File: config.mk
export PLATFORM = sky130hd
export DESIGN_NAME = load_store_unit
export DESIGN_NICKNAME = d
export VERILOG_FILES = /design/src/rtl/load_store_unit_pkg.sv /design/src/rtl/load_store_unit_align.sv /design/src/rtl/load_store_unit.sv
export SDC_FILE = /design/constraint.sdc
export NUM_CORES = 1
export LEC_CHECK = 0
export CAP_MARGIN = 30
export CORE_AREA = 3 3 161 163
export DETAILED_ROUTE_END_ITERATION = 12
export DIE_AREA = 0 0 164 166
export GPL_TIMING_DRIVEN = 0
export PLACE_DENSITY = 0.5
export REMOVE_ABC_BUFFERS = 1
export SYNTH_ARGS = -nofsm -noshare
export SYNTH_HDL_FRONTEND = slang
export SYNTH_HIERARCHICAL = 1
export SYNTH_SLANG_ARGS = --single-unit
File: constraint.sdc
create_clock -name clk -period 3 [get_ports clk]
set_clock_uncertainty 0.2 [all_clocks]
set_input_delay 0.6 -clock clk [delete_from_list [all_inputs] [get_ports clk]]
set_output_delay 0.6 -clock clk [all_outputs]
set_load 0.005 [all_outputs]
File: src/rtl/load_store_unit_pkg.sv
// Shared types for the load/store unit: access sizes, FSM states,
// load extension modes and the request legality check.
package load_store_unit_pkg;

  typedef enum logic [1:0] {
    SZ_BYTE  = 2'b00,
    SZ_HALF  = 2'b01,
    SZ_WORD  = 2'b10,
    SZ_DWORD = 2'b11
  } size_e;

  typedef enum logic [1:0] {
    ST_IDLE   = 2'b00,
    ST_ACCESS = 2'b01,
    ST_RESP   = 2'b10
  } state_e;

  typedef enum logic {
    EXT_SIGN = 1'b0,
    EXT_ZERO = 1'b1
  } ext_e;

  localparam int unsigned CNT_W = 8;

  // True when the access is misaligned for its size, or is a doubleword
  // on a 32-bit datapath.
  function automatic logic req_illegal(input size_e size, input logic [2:0] lo,
                                       input logic wide);
    logic bad;
    case (size)
      SZ_BYTE: bad = 1'b0;
      SZ_HALF: bad = lo[0];
      SZ_WORD: bad = |lo[1:0];
      default: bad = !wide || (|lo);
    endcase
    return bad;
  endfunction

endpackage

File: src/rtl/load_store_unit_align.sv
// Lane steering for the load/store unit: byte enables, store data
// replication and load data alignment with sign/zero extension.
module lsu_align
  import load_store_unit_pkg::*;
#(
  parameter int unsigned XLEN = 32
) (
  input  logic [$clog2(XLEN/8)-1:0] lane,
  input  size_e                     size,
  input  ext_e                      ext,
  input  logic [XLEN-1:0]           wdata,
  input  logic [XLEN-1:0]           rdata,
  output logic [XLEN/8-1:0]         byte_en,
  output logic [XLEN-1:0]           wdata_rep,
  output logic [XLEN-1:0]           load_data
);

  localparam int unsigned NB = XLEN / 8;
  localparam int unsigned MW = $clog2(XLEN);

  logic [NB-1:0]   mask;
  logic [XLEN-1:0] shifted;
  logic [XLEN-1:0] keep;
  logic [7:0]      nbits;
  logic [MW-1:0]   msb;
  logic            sbit;

  // Byte-enable mask for the access size and store data replicated across all lanes.
  always_comb begin
    mask      = '0;
    wdata_rep = wdata;
    case (size)
      SZ_BYTE: begin
        mask[0]   = 1'b1;
        wdata_rep = {NB{wdata[7:0]}};
      end
      SZ_HALF: begin
        mask[1:0] = '1;
        wdata_rep = {(NB/2){wdata[15:0]}};
      end
      SZ_WORD: begin
        mask[3:0] = '1;
        wdata_rep = {(NB/4){wdata[31:0]}};
      end
      default: begin
        mask      = '1;
        wdata_rep = wdata;
      end
    endcase
    byte_en = mask << lane;
  end

  // Shift the addressed lanes down to bit 0 and extend above the access width.
  always_comb begin
    shifted   = rdata >> {lane, 3'b000};
    nbits     = 8'd8 << size;
    keep      = ~({XLEN{1'b1}} << nbits);
    msb       = MW'(nbits - 8'd1);
    sbit      = (ext == EXT_SIGN) && shifted[msb];
    load_data = (shifted & keep) | ({XLEN{sbit}} & ~keep);
  end

endmodule

File: src/rtl/load_store_unit.sv
// Single-outstanding load/store unit: accepts one request, performs one
// memory access with a bounded wait for ack, and returns one response.
module load_store_unit
  import load_store_unit_pkg::*;
#(
  parameter int unsigned XLEN    = 32,
  parameter int unsigned ADDR_W  = 16,
  parameter int unsigned TIMEOUT = 15
) (
  input  logic                clk,
  input  logic                rst_n,
  input  logic                halt,
  input  logic                req_valid,
  output logic                req_ready,
  input  logic                req_store,
  input  logic [1:0]          req_size,
  input  logic                req_unsigned,
  input  logic [ADDR_W-1:0]   req_addr,
  input  logic [XLEN-1:0]     req_wdata,
  input  logic [4:0]          req_rd,
  output logic                mem_req,
  output logic                mem_read_wrn,
  output logic [ADDR_W-1:0]   mem_addr,
  output logic [XLEN-1:0]     mem_wdata,
  output logic [XLEN/8-1:0]   mem_byte_en,
  input  logic [XLEN-1:0]     mem_rdata,
  input  logic                mem_ack,
  output logic                rsp_valid,
  output logic [4:0]          rsp_rd,
  output logic [XLEN-1:0]     rsp_data,
  output logic                rsp_error,
  output logic                busy
);

  localparam int unsigned NB = XLEN / 8;
  localparam int unsigned LW = $clog2(NB);
  localparam logic [ADDR_W-1:0] ADDR_MASK = ~ADDR_W'(NB - 1);
  localparam logic [CNT_W-1:0]  CNT_LAST  = CNT_W'(TIMEOUT - 1);

  state_e             state_q, state_d;
  logic [CNT_W-1:0]   cnt_q, cnt_d;
  logic               err_q, err_d;
  logic               accept, capture, bad;
  logic               store_q;
  size_e              size_q;
  ext_e               ext_q;
  logic [ADDR_W-1:0]  addr_q;
  logic [XLEN-1:0]    wdata_q, rdata_q;
  logic [4:0]         rd_q;
  logic               in_access, in_resp, wr_ok;
  logic [NB-1:0]      be;
  logic [XLEN-1:0]    wrep, ldata;

  assign bad = req_illegal(size_e'(req_size), req_addr[2:0], XLEN == 64);

  // State, wait counter and error flag registers.
  always_ff @(posedge clk or negedge rst_n) begin
    if (!rst_n) begin
      state_q <= ST_IDLE;
      cnt_q   <= '0;
      err_q   <= 1'b0;
    end else begin
      state_q <= state_d;
      cnt_q   <= cnt_d;
      err_q   <= err_d;
    end
  end

  // Next-state logic; halt blocks every transition so state and counter hold.
  always_comb begin
    state_d = state_q;
    cnt_d   = cnt_q;
    err_d   = err_q;
    accept  = 1'b0;
    capture = 1'b0;
    if (!halt) begin
      case (state_q)
        ST_IDLE: begin
          if (req_valid) begin
            accept  = 1'b1;
            cnt_d   = '0;
            err_d   = bad;
            state_d = bad ? ST_RESP : ST_ACCESS;
          end
        end
        ST_ACCESS: begin
          if (mem_ack) begin
            capture = 1'b1;
            state_d = ST_RESP;
          end else if (cnt_q == CNT_LAST) begin
            err_d   = 1'b1;
            state_d = ST_RESP;
          end else begin
            cnt_d = cnt_q + CNT_W'(1);
          end
        end
        ST_RESP: state_d = ST_IDLE;
        default: state_d = ST_IDLE;
      endcase
    end
  end

  // Request fields latched on acceptance; read data latched on ack.
  always_ff @(posedge clk or negedge rst_n) begin
    if (!rst_n) begin
      store_q <= 1'b0;
      size_q  <= SZ_BYTE;
      ext_q   <= EXT_SIGN;
      addr_q  <= '0;
      wdata_q <= '0;
      rd_q    <= '0;
      rdata_q <= '0;
    end else begin
      if (accept) begin
        store_q <= req_store;
        size_q  <= size_e'(req_size);
        ext_q   <= ext_e'(req_unsigned);
        addr_q  <= req_addr;
        wdata_q <= req_wdata;
        rd_q    <= req_rd;
      end
      if (capture) begin
        rdata_q <= mem_rdata;
      end
    end
  end

  lsu_align #(.XLEN(XLEN)) u_align (
    .lane      (addr_q[LW-1:0]),
    .size      (size_q),
    .ext       (ext_q),
    .wdata     (wdata_q),
    .rdata     (rdata_q),
    .byte_en   (be),
    .wdata_rep (wrep),
    .load_data (ldata)
  );

  assign in_access = (state_q == ST_ACCESS);
  assign in_resp   = (state_q == ST_RESP);
  assign wr_ok     = in_resp && !err_q && !store_q;

  // rst_n gates req_ready so every handshake output reads 0 while reset is held.
  assign req_ready    = rst_n && (state_q == ST_IDLE) && !halt;
  assign busy         = (state_q != ST_IDLE);
  assign mem_req      = in_access;
  assign mem_read_wrn = !(in_access && store_q);
  assign mem_addr     = in_access ? (addr_q & ADDR_MASK) : '0;
  assign mem_byte_en  = in_access ? be : '0;
  assign mem_wdata    = in_access ? wrep : '0;
  assign rsp_valid    = in_resp;
  assign rsp_error    = in_resp && err_q;
  assign rsp_rd       = wr_ok ? rd_q : '0;
  assign rsp_data     = wr_ok ? ldata : '0;

endmodule

==> impl_results.md, run 1 <==
* Final Total Pwr at 0.009083 W
* Final Core Density at 37.36%
* GRT Util Overall at 14.31%
* Slew @ Worst Pin at 0.8093 ns
* Max-slew violation total from the final report at 0
* CTS tree: yes
* Largest stage delay on the critical path at 0.51 ns
* DP Area at 8028 sq um
* Die X at 164 microns
* Inserted Diodes at 0
* Critical path buffer and inverter count at 4
* Delay-heaviest family, CP: simple AND/OR/NAND/NOR gates
* DIE AREA at roughly 27000 sq um
* Syn Area/Cell at 10.50 sq um
* Top cells by area, synth: dfrtp_1 42%, mux2_2 12%, and2_1 9.6%
* Failing checks: setup timing
* Top FF cell, synth: dfrtp_1
* GR Overflow Total at 0
* Vias in the first global route at 5209
* Hold WS at 0.02210 ns
* Largest net degree at the start of global routing at about 70
* Clk_lat worst skew at 0.35 ns
* Final std cell area, no fill at approximately 9100 sq um
* Critical path fanouts, max at 6
* YS warnings at 6
* Critical Path RT at 2.20 ns
* FF-to-FF path depth at 5
* Mapped Cells at 561
* Max-Cap Viols at 0
* Final nets at approximately 880
* Initial DRT Pass Iterations at 4
* Final min period at 3.232 ns
* First-pass GRT wire length at 30600 microns
* Wire per inst at 17.72 microns
* Number of synthesized flops with an enable pin at 0
* Power Dens Cells at 994.0 nW/um^2
* Area delta synth->final at 55.14%
* Clock Sinks at 100
* Synth Cell Area at roughly 5900 sq um
* Compound-gate portion of the synthesized area at 9.983%
* Antenna violations before repair at 0
* Synth Area in Simple Gates at a little under a fifth
* Worst path cell trace: nor2_4 > clkinvlp_4 > ha_4 > inv_2 > or3_4 > nand3_4 > buf_4 > a21oi_2 > and2_4 > buf_2
* Routed Antenna Nets at 0
* Gpl congestion at 0.7590
* XOR/XNOR Fraction of Synth Area at 0.4460%
* R2R Setup Slk at 0.63 ns
* Leak at 3.966 nW
* Peak supply drop at 0.3366 mV
* Via density per instance at 4.463
* CTS buffer count at 9
* DRC viols at 0
* # fillers at about 2500
* DP HPWL at between 10000 and 15000 microns
* Worst Setup End Kind: primary output
* Commonest non-fill, non-tap cell in the layout: clkdlybuf4s50_1
* Initial core utilization at 24.08%
* Max frequency at 309.4 MHz
* FFs w/ async S/R, synth at 100.0%
* Routed WL at 19670 microns
* Worst r2r src: state_q[1]$_DFFE_PN0P_
* Critical path's slowest cell: dfrtp_4
* Outcome: finished, violations left
* Yosys top cell area share at 42.48%
* Setup violations, final at 32
* Core Area at 24460 sq um
* Seq/Total Area, Yosys at 42.48%
* Share of layout cells above drive strength 1 at 34.35%
* Crit Path Category: flip-flop to primary output
* Critical register-to-register path endpoint: rdata_q[11]$_DFFE_PN0P_
* Leading area contributor after synthesis: dfrtp_1
* Slew headroom at 46.05%
* Row count at between 50 and 60
* Final Cycle Share at 107.7%
* Worst Hold Class: input port to async pin
* RSZ-0062 raised after global routing: true
* H-Tree Depth at 3
* Chip height at ~170 microns
* Post-synthesis adder-cell area fraction at 0.6372%
* Clk slew on worst S/H paths at 0.08 ns
* Clk root buf: clkbuf_16
* Main combinational cell family by area after synthesis: multiplexers
* #FFs+latches synth at 100
* Via count at 4954
* Dpl cells at just over 1000
* CP Data Arrival Time at 2.43 ns
* Clock tree buffer depth at 2
* IO Port Bufs at 186
* Setup WS post-layout at -0.2322 ns
* Initial DRC Count at 186
* Post-synthesis mux area share at a little under a quarter
* Yosys cell types at 50
* Crit path launch type: flip-flop
* Final Non-Filler Cells at 1110
* Top Ports at 189
* Final Hold Fails at 0
* Commonest non-fill, non-tap cells in the layout: 140 x clkdlybuf4s50_1, 94 x dfrtp_1, 77 x and2_1
==> kinds of logic after synthesis <==
| family | Yosys count |
|---|---|
| compound gates | 88 |
| xor+xnor | 3 |
| fa+ha+maj | 3 |
| buf+inv | 54 |
| flops | 100 |
| mux | 121 |
| other cells | 1 |
| simple gates | 191 |
==> through the flow <==
step | TNS (ns) | worst slack, ns
floorplan | -16.86 | -0.4955
global placement | -681.70 | -3.725
detailed placement | -62.24 | -1.787
CTS | -6.471 | -0.3086
global route | -8.113 | -0.3237
finish | -4.659 | -0.2322
==> routing by layer <==
metal / wire, microns / track usage, % / up-vias
met5: 0 / 0 / -
met4: 239 / 2.942 / 0
met3: 1179 / 3.966 / 13
met2: 9258 / 23.18 / 129
met1: 8996 / 19.14 / 2418
li1: - / - / 2394
==> synth_stat cells, types with 5 or more instances <==
cell / instances
mux2i_1: 24
nand3_1: 12
buf_4: 11
buf_6: 7
nand2_1: 30
a21oi_1: 24
nor2_1: 25
buf_2: 13
o211ai_1: 10
clkbuf_1: 18
a211oi_1: 9
and2_1: 90
mux2_2: 63
nand2b_1: 5
mux2_1: 33
nor2b_1: 11
o21ai_0: 21
a22oi_1: 8
dfrtp_1: 100
==> flip-flops by register name (all words and copies together) (netlist names) <==
name     count
store_q      1
size_q       2
cnt_q        8
wdata_q     32
addr_q      16
err_q        1
rd_q         5
rdata_q     32
state_q      2
ext_q        1
==> area by class of cell <==
type / count / area (sq um) / area share, %
multi-input cells: 408 / 3337 / 36.51
repair buffers: 258 / 2544 / 27.83
flip-flops and latches: 100 / 2520 / 27.57
well taps: 324 / 405.4 / 4.436
clock buffers: 9 / 225.2 / 2.464
clock inverters: 7 / 88.84 / 0.9721
inverters: 4 / 18.77 / 0.2054
==> how the worst max path moves through the flow <==
stage / from / end / slack (ns) / cells after the start
after floorplan: state_q[0]$_DFFE_PN0P_ / rdata_q[0]$_DFFE_PN0P_ / -0.50 / 3
final: size_q[0]$_DFFE_PN0P_ / rsp_data[11] / -0.23 / 10
after detailed placement: size_q[1]$_DFFE_PN0P_ / mem_wdata[10] / -1.79 / 8
after global routing: size_q[0]$_DFFE_PN0P_ / rsp_data[11] / -0.32 / 10
after global placement: rst_n / req_ready / -3.72 / 3
after CTS: addr_q[1]$_DFFE_PN0P_ / rsp_data[14] / -0.31 / 8
==> power breakdown <==
group / leakage [nW] / internal, W / switching (W)
clock network: 0.152 / 0.000673 / 0.000620
registers: 1.20 / 0.00201 / 0.000514
logic: 2.61 / 0.00298 / 0.00229
==> timing repair <==
item                                   4_1_cts  5_1_grt
setup buffers                               48       14
setup endpoints to repair                   78       58
gates resized for setup                    254       47
hold buffers                                 2        0
pin swaps                                   26       29
gates cloned                                 3        0
endpoints found under the hold margin       33        0
Power figures use the tool's default switching activity.
==> inputs of run 2 (changes only) <==
--- a/constraint.sdc
+++ b/constraint.sdc
@@ -4,2 +4,2 @@
 set_output_delay 0.6 -clock clk [all_outputs]
-set_load 0.005 [all_outputs]
+set_load 0.01 [all_outputs]
==> run 2 against run 1 <==
  * The run still ends with setup timing left
  * Design area grew 0.75%
  * Largest power group unchanged
  * Global-route usage barely moved
  * Largest cell class unchanged
  * Sequential share of layout area decreased by 0.21 points
  * Die area unchanged
  * Setup slack lost 0.12 ns
  * Count of clock-buffer cells in the layout unchanged
  * Critical path depth decreased by 1
  * Final cell count decreased by 0.27%
  * Utilization grew 0.28 points
  * Via count up 0.30%
==> impl_results.md, run 2 (synthesized netlist as in run 1, its figures left out) <==
* DP Area at 8028 sq um (unchanged)
* Die X at 164 microns (unchanged)
* Final std cell area, no fill at 9208 sq um (+0.75%)
* Power Dens Cells at 990.2 nW/um^2 (-0.38%)
* Failing checks: setup timing
* Top Layer Used: met4
* Met1 wire length at 9124 microns (+1.4%)
* Initial DRC Count at 207 (+11%)
* First-pass GRT wire length at 30570 microns (-0.11%)
* R2R Setup Slk at 0.61 ns (-0.02 ns)
* Met2 Wirelength at 9613 microns (+3.8%)
* Vias in the first global route at 5179 (-0.58%)
* Critical register-to-register path endpoint: rdata_q[11]$_DFFE_PN0P_
* Commonest non-fill, non-tap cell in the layout: clkdlybuf4s50_1
* Crit path launch type: flip-flop
* H-Tree Depth at 3 (unchanged)
* RSZ-0062 raised after global routing: true
* Met3 WL post-DR at 1174 microns (-0.42%)
* Worst Hold Class: flip-flop to flip-flop
* Via count at 4969 (+0.30%)
* Routed WL at 20060 microns (+1.9%)
* Wire per inst at 18.12 microns (+2.2%)
* Clk slew on worst S/H paths at 0.08 ns (about the same)
* Largest net degree at the start of global routing at 69 (unchanged)
* Worst Setup End Kind: primary output
* Leak at 4.127 nW (+4.1%)
* Seq pwr share at 27.7% (about the same)
* Final nets at 875 (-0.34%)
* CTS tree: yes
* Critical path fanouts, max at 6 (unchanged)
* Clock tree buffer depth at 2 (unchanged)
* Peak supply drop at 0.3464 mV (+2.9%)
* Chip height at 166 microns (unchanged)
* Final Cycle Share at 111.7% (+4.0 points)
* Antenna violations before repair at 0 (unchanged)
* GR Overflow Total at 0 (unchanged)
* Clk pwr share at 14.2% (about the same)
* GRT Util Overall at 14.27% (-0.037 points)
* Setup WS post-layout at -0.3512 ns (-0.1191 ns)
* Hold Crit Endpoint: addr_q[3]$_DFFE_PN0P_
* Worst r2r src: state_q[1]$_DFFE_PN0P_
* Max-slew violation total from the final report at 0 (unchanged)
* Clock Sinks at 100 (unchanged)
* Gpl congestion at 0.7590 (unchanged)
* Row count at 57 (unchanged)
* Crit Path Category: flip-flop to primary output
* Area delta synth->final at 56.31%
* CP Data Arrival Time at 2.55 ns (+0.12 ns)
* Core Area at 24460 sq um (unchanged)
* Initial DRT Pass Iterations at 4 (unchanged)
* Slew headroom at 45.80% (-0.25 points)
* Top Registers: rdata_q x32, wdata_q x32, addr_q x16
* Slew @ Worst Pin at 0.8130 ns (+0.003734 ns)
* Comb power frac at 58.2% (+0.2 points)
* Final Core Density at 37.64% (+0.28 points)
* Share of layout cells above drive strength 1 at 33.59% (-0.76 points)
* IO Port Bufs at 186 (unchanged)
* Final min period at 3.351 ns (+0.1191 ns)
* Clk root buf: clkbuf_16
* Initial core utilization at 24.08% (unchanged)
* Critical Path RT at 2.20 ns (about the same)
* Commonest non-fill, non-tap cells in the layout: 130 x clkdlybuf4s50_1, 94 x dfrtp_1, 75 x and2_1
* Hold Path Depth at 1
* Pint at 0.005613 W (-0.90%)
* CTS buffer count at 9 (unchanged)
* Hold Path Origin: addr_q[3]$_DFFE_PN0P_
* Setup violations, final at 32 (unchanged)
* NetSw at 0.003504 W (+2.5%)
* Final Total Pwr at 0.009117 W (+0.37%)
* Setup tns final at -6.233 ns (-1.575 ns)
* Final Hold Fails at 0 (unchanged)
* Inserted Diodes at 0 (unchanged)
* Setup WS pre-CTS at -1.817 ns (-0.02988 ns)
* Routed Antenna Nets at 0 (unchanged)
* Max-Cap Viols at 0 (unchanged)
* Outcome: finished, violations left
* Max frequency at 298.4 MHz (-3.6%)
* DIE AREA at 27220 sq um (unchanged)
* DP HPWL at 12260 microns (unchanged)
* Clk_lat worst skew at 0.35 ns (about the same)
* Sw frac at 38.43% (+0.79 points)
* DRC viols at 0 (unchanged)
* FF-to-FF path depth at 5 (unchanged)
* Top Ports at 189 (unchanged)
* Via density per instance at 4.489 (+0.57%)
-- run 2: changes by cell type in the layout (fill, tap and decap cells not counted), moves of 2 or more --
cell             before  now
clkdlybuf4s50_1     140  130
buf_2                32   23
dlymetal6s2s_1        1    9
clkbuf_16             9   12
a21oi_1              18   20
a21oi_2               6    4
and2_1               77   75
and2_4               13   15
buf_6                37   39
clkbuf_2              4    2
clkdlybuf4s15_1       0    2
dlygate4sd2_1         0    2
-- run 2: through the flow --
step / std cells / hold WS, ns
after floorplan: 512 / 0.1044
after global placement: 1022 / 0.2621
after detailed placement: 1028 / 0.2677
after CTS: 1094 / 0.2879
after global routing: 1107 / 0.3025
final: 1107 / 0.2834
-- run 2: final cells by class --
cell class                 instances  area, sq um
fill                            2464        15250
inverter                           4        18.77
clock inverter                     7        88.84
multi-input combinational        408         3323
timing repair buffer             255         2626
tap                              324        405.4
sequential                       100         2520
clock buffer                       9        225.2
-- run 2: power by group through the flow --
stage | sequential [W] | combinational, W | clock [W]
6_report | 0.00252 | 0.00530 | 0.00129
3_5_place_dp | 0.00269 | 0.00382 | 0
4_1_cts | 0.00253 | 0.00488 | 0.00134
3_3_place_gp | 0.00275 | 0.00360 | 0
5_1_grt | 0.00263 | 0.00579 | 0.00139
2_1_floorplan | 0.00250 | 0.00231 | 0
-- run 2: worst max path at each step --
| stage | slack, ns | endpoint | cells past startpoint | startpoint |
|---|---|---|---|---|
| final | -0.35 | rsp_data[14] | 9 | addr_q[1]$_DFFE_PN0P_ |
| after global routing | -0.44 | rsp_data[14] | 9 | addr_q[1]$_DFFE_PN0P_ |
| after global placement | -3.76 | req_ready | 3 | rst_n |
| after detailed placement | -1.82 | mem_wdata[10] | 8 | size_q[1]$_DFFE_PN0P_ |
| after CTS | -0.38 | rsp_data[11] | 9 | addr_q[1]$_DFFE_PN0P_ |
| after floorplan | -0.56 | rdata_q[0]$_DFFE_PN0P_ | 3 | state_q[0]$_DFFE_PN0P_ |
-- run 2: critical path, cell delays in order (launching register included) --
cell and delay [ns]:
dfrtp_4 0.51, buf_16 0.15, mux4_2 0.47, buf_6 0.14
or3_4 0.34, nand3_4 0.11, buf_6 0.14, nor2_1 0.04
and2_1 0.15, buf_6 0.13
-- run 2: layer usage --
| metal | vias up | track usage [%] |
|---|---|---|
| met5 | - | 0 |
| met4 | 0 | 2.758 |
| met3 | 8 | 3.841 |
| met2 | 136 | 23.30 |
| met1 | 2438 | 19.07 |
| li1 | 2387 | - |
-- run 2: repair_timing --
action / CTS / global route
buffers inserted: 45 / 12
hold endpoints to repair: 33 / 0
cloned: 3 / 2
resized for setup: 251 / 64
pin swaps: 18 / 18
hold buffers: 2 / 0
setup endpoints to repair: 86 / 59
==> inputs of run 3 (changes only) <==
- CAP_MARGIN: 30 -> 0
==> run 3 against run 2 <==
  * The flow still finishes with violations (setup timing)
  * First-iteration DRC count shrank 29%
  * Highest routed layer unchanged
  * Clock power about the same
  * Design area decreased by 2.0%
  * Sequential power is essentially flat
  * Critical endpoint is now rsp_data[13]
  * Critical path depth up 1
  * Count of clock-buffer cells in the layout did not move
  * Setup slack better by 0.11 ns
  * Combinational power is 4% lower
  * Flip-flop and latch count did not move
  * Wire length down 1.7%
  * Hold slack worse by 0.0017 ns
  * Power is 1.9% lower
==> impl_results.md, run 3 (synthesized netlist as in run 1, its figures left out) <==
* Failing checks: setup timing
* Final std cell area, no fill at 9024 sq um (-2.0%)
* GRT Util Overall at 14.04% (-0.24 points)
* CTS tree: yes
* Critical path's slowest cell: dfrtp_4
* Worst Setup End Kind: primary output
* Setup violations, final at 36 (+13%)
* Routing usage on met3 at 3.467% (-0.37 points)
* Die X at 164 microns (unchanged)
* Area delta synth->final at 53.19%
* Critical Path Source: size_q[1]$_DFFE_PN0P_
* Vias in the first global route at 5021 (-3.1%)
* RSZ-0062 raised after global routing: true
* Worst Hold Class: flip-flop to flip-flop
* Met2 Use GR at 22.67% (-0.63 points)
* Dpl cells at 1026 (-0.19%)
* Top Registers: rdata_q x32, wdata_q x32, addr_q x16
* Core Area at 24460 sq um (unchanged)
* Final min period at 3.241 ns (-0.1098 ns)
* Antenna violations before repair at 0 (unchanged)
* Final Non-Filler Cells at 1095 (-1.1%)
* Critical Path RT at 2.20 ns (about the same)
* GR Overflow Total at 0 (unchanged)
* Max frequency at 308.5 MHz (+3.4%)
* Clk root buf: clkbuf_16
* CTS buffer count at 9 (unchanged)
* Critical register-to-register path endpoint: rdata_q[23]$_DFFE_PN0P_
* Clk slew on worst S/H paths at 0.09 ns (about the same)
* Commonest non-fill, non-tap cell in the layout: clkdlybuf4s50_1
* GR Util met1 at 18.70% (-0.38 points)
* FF-to-FF path depth at 5 (unchanged)
* Clock Sinks at 100 (unchanged)
* Worst path cell trace: nor2_4 > clkinvlp_4 > ha_4 > inv_2 > or3_4 > nand3_4 > buf_4 > a21oi_2 > and2_1 > buf_2
* Initial DRT Pass Iterations at 4 (unchanged)
* Clk_lat worst skew at 0.35 ns (about the same)
* Global routing's busiest layer: met2
* Share of layout cells above drive strength 1 at 31.52% (-2.1 points)
* Outcome: finished, violations left
* Largest net degree at the start of global routing at 69 (unchanged)
* Via count at 4957 (-0.24%)
* R2R Setup Slk at 0.63 ns (+0.02 ns)
* Row count at 57 (unchanged)
* Setup WS post-layout at -0.2414 ns (+0.1098 ns)
* Peak supply drop at 0.3277 mV (-5.4%)
* DP Area at 7973 sq um (-0.69%)
* Top Ports at 189 (unchanged)
* Leak at 3.920 nW (-5.0%)
* Crit Path Category: flip-flop to primary output
* DP HPWL at 12100 microns (-1.3%)
* Worst r2r src: state_q[1]$_DFFE_PN0P_
* Largest stage delay on the critical path at 0.52 ns (about the same)
* Critical path buffer and inverter count at 4 (unchanged)
* Via density per instance at 4.527 (+0.85%)
* Routed WL at 19710 microns (-1.7%)
* Slew @ Worst Pin at 0.8024 ns (-0.01062 ns)
* DRC viols at 0 (unchanged)
* Final Cycle Share at 108.0% (-3.7 points)
* Delay-heaviest family, CP: simple AND/OR/NAND/NOR gates
* Gpl congestion at 0.7590 (unchanged)
* Initial DRC Count at 146 (-29%)
* Crit path launch type: flip-flop
* Initial core utilization at 24.08% (unchanged)
* IO Port Bufs at 186 (unchanged)
* Max-Cap Viols at 0 (unchanged)
* Critical path depth in cells at 10 (+1)
* Commonest non-fill, non-tap cells in the layout: 130 x clkdlybuf4s50_1, 94 x dfrtp_1, 79 x and2_1
* Routed Antenna Nets at 0 (unchanged)
* Critical path fanouts, max at 6 (unchanged)
* H-Tree Depth at 3 (unchanged)
* Setup WS pre-CTS at -1.803 ns (+0.01416 ns)
* Worst Setup EP: rsp_data[13]
* Inserted Diodes at 0 (unchanged)
* First-pass GRT wire length at 29700 microns (-2.8%)
* Wire per inst at 18.00 microns (-0.64%)
* DIE AREA at 27220 sq um (unchanged)
* Power Dens Cells at 991.2 nW/um^2 (+0.11%)
* # fillers at 2467 (+0.12%)
* Clock tree buffer depth at 2 (unchanged)
* Chip height at 166 microns (unchanged)
* Final Hold Fails at 0 (unchanged)
* Final nets at 863 (-1.4%)
* CP Data Arrival Time at 2.44 ns (-0.11 ns)
* Max-slew violation total from the final report at 0 (unchanged)
* Slew headroom at 46.51% (+0.71 points)
-- run 3: how the worst min path moves through the flow --
stage                                 startpoint                endpoint  slack, ns  cells after the start
final                     addr_q[13]$_DFFE_PN0P_  addr_q[13]$_DFFE_PN0P_       0.28                      1
after global routing       addr_q[7]$_DFFE_PN0P_   addr_q[7]$_DFFE_PN0P_       0.30                      1
after CTS                 addr_q[13]$_DFFE_PN0P_  addr_q[13]$_DFFE_PN0P_       0.29                      1
after detailed placement  addr_q[13]$_DFFE_PN0P_  addr_q[13]$_DFFE_PN0P_       0.27                      1
after global placement       rd_q[2]$_DFFE_PN0P_     rd_q[2]$_DFFE_PN0P_       0.26                      1
after floorplan                            rst_n   addr_q[0]$_DFFE_PN0P_       0.10                      0
-- run 3: timing repair --
action / 4_1_cts / 5_1_grt
buffers inserted: 36 / 12
hold buffers: 2 / 0
gates resized for setup: 205 / 72
cloned: 2 / 2
setup endpoints to repair: 87 / 51
pin swaps: 14 / 21
endpoints found under the hold margin: 33 / 0
-- run 3: where the power goes --
part	internal (W)	switching [W]	leakage [nW]
sequential	0.00201	0.000539	1.20
clock	0.000673	0.000613	0.156
combinational	0.00279	0.00233	2.56
-- run 3: cell type report --
type / instances / area (sq um) / share of cell area [%]
Multi-Input combinational cell: 408 / 3284 / 36.40
Sequential cell: 100 / 2520 / 27.93
Timing Repair Buffer: 243 / 2480 / 27.48
Tap cell: 324 / 405.4 / 4.493
Clock buffer: 9 / 225.2 / 2.496
Clock inverter: 7 / 90.09 / 0.9983
Inverter: 4 / 18.77 / 0.2080
-- run 3: stage by stage --
step           hold WS, ns  TNS [ns]  utilization (%)  power, W
6_report            0.2817    -4.207            36.89  0.008945
5_1_grt             0.3020    -7.669            36.89  0.009582
4_1_cts             0.2882    -3.931            35.82  0.008615
3_5_place_dp        0.2677    -65.28            32.59  0.006439
3_3_place_gp        0.2621   -684.80            32.15  0.006353
2_1_floorplan       0.1044    -19.85                -  0.004809
-- run 3: layer usage --
metal | wire, microns | vias to the layer above
li1 | - | 2360
met1 | 8934 | 2444
met2 | 9345 | 133
met3 | 1155 | 20
met4 | 278 | 0
met5 | 0 | -
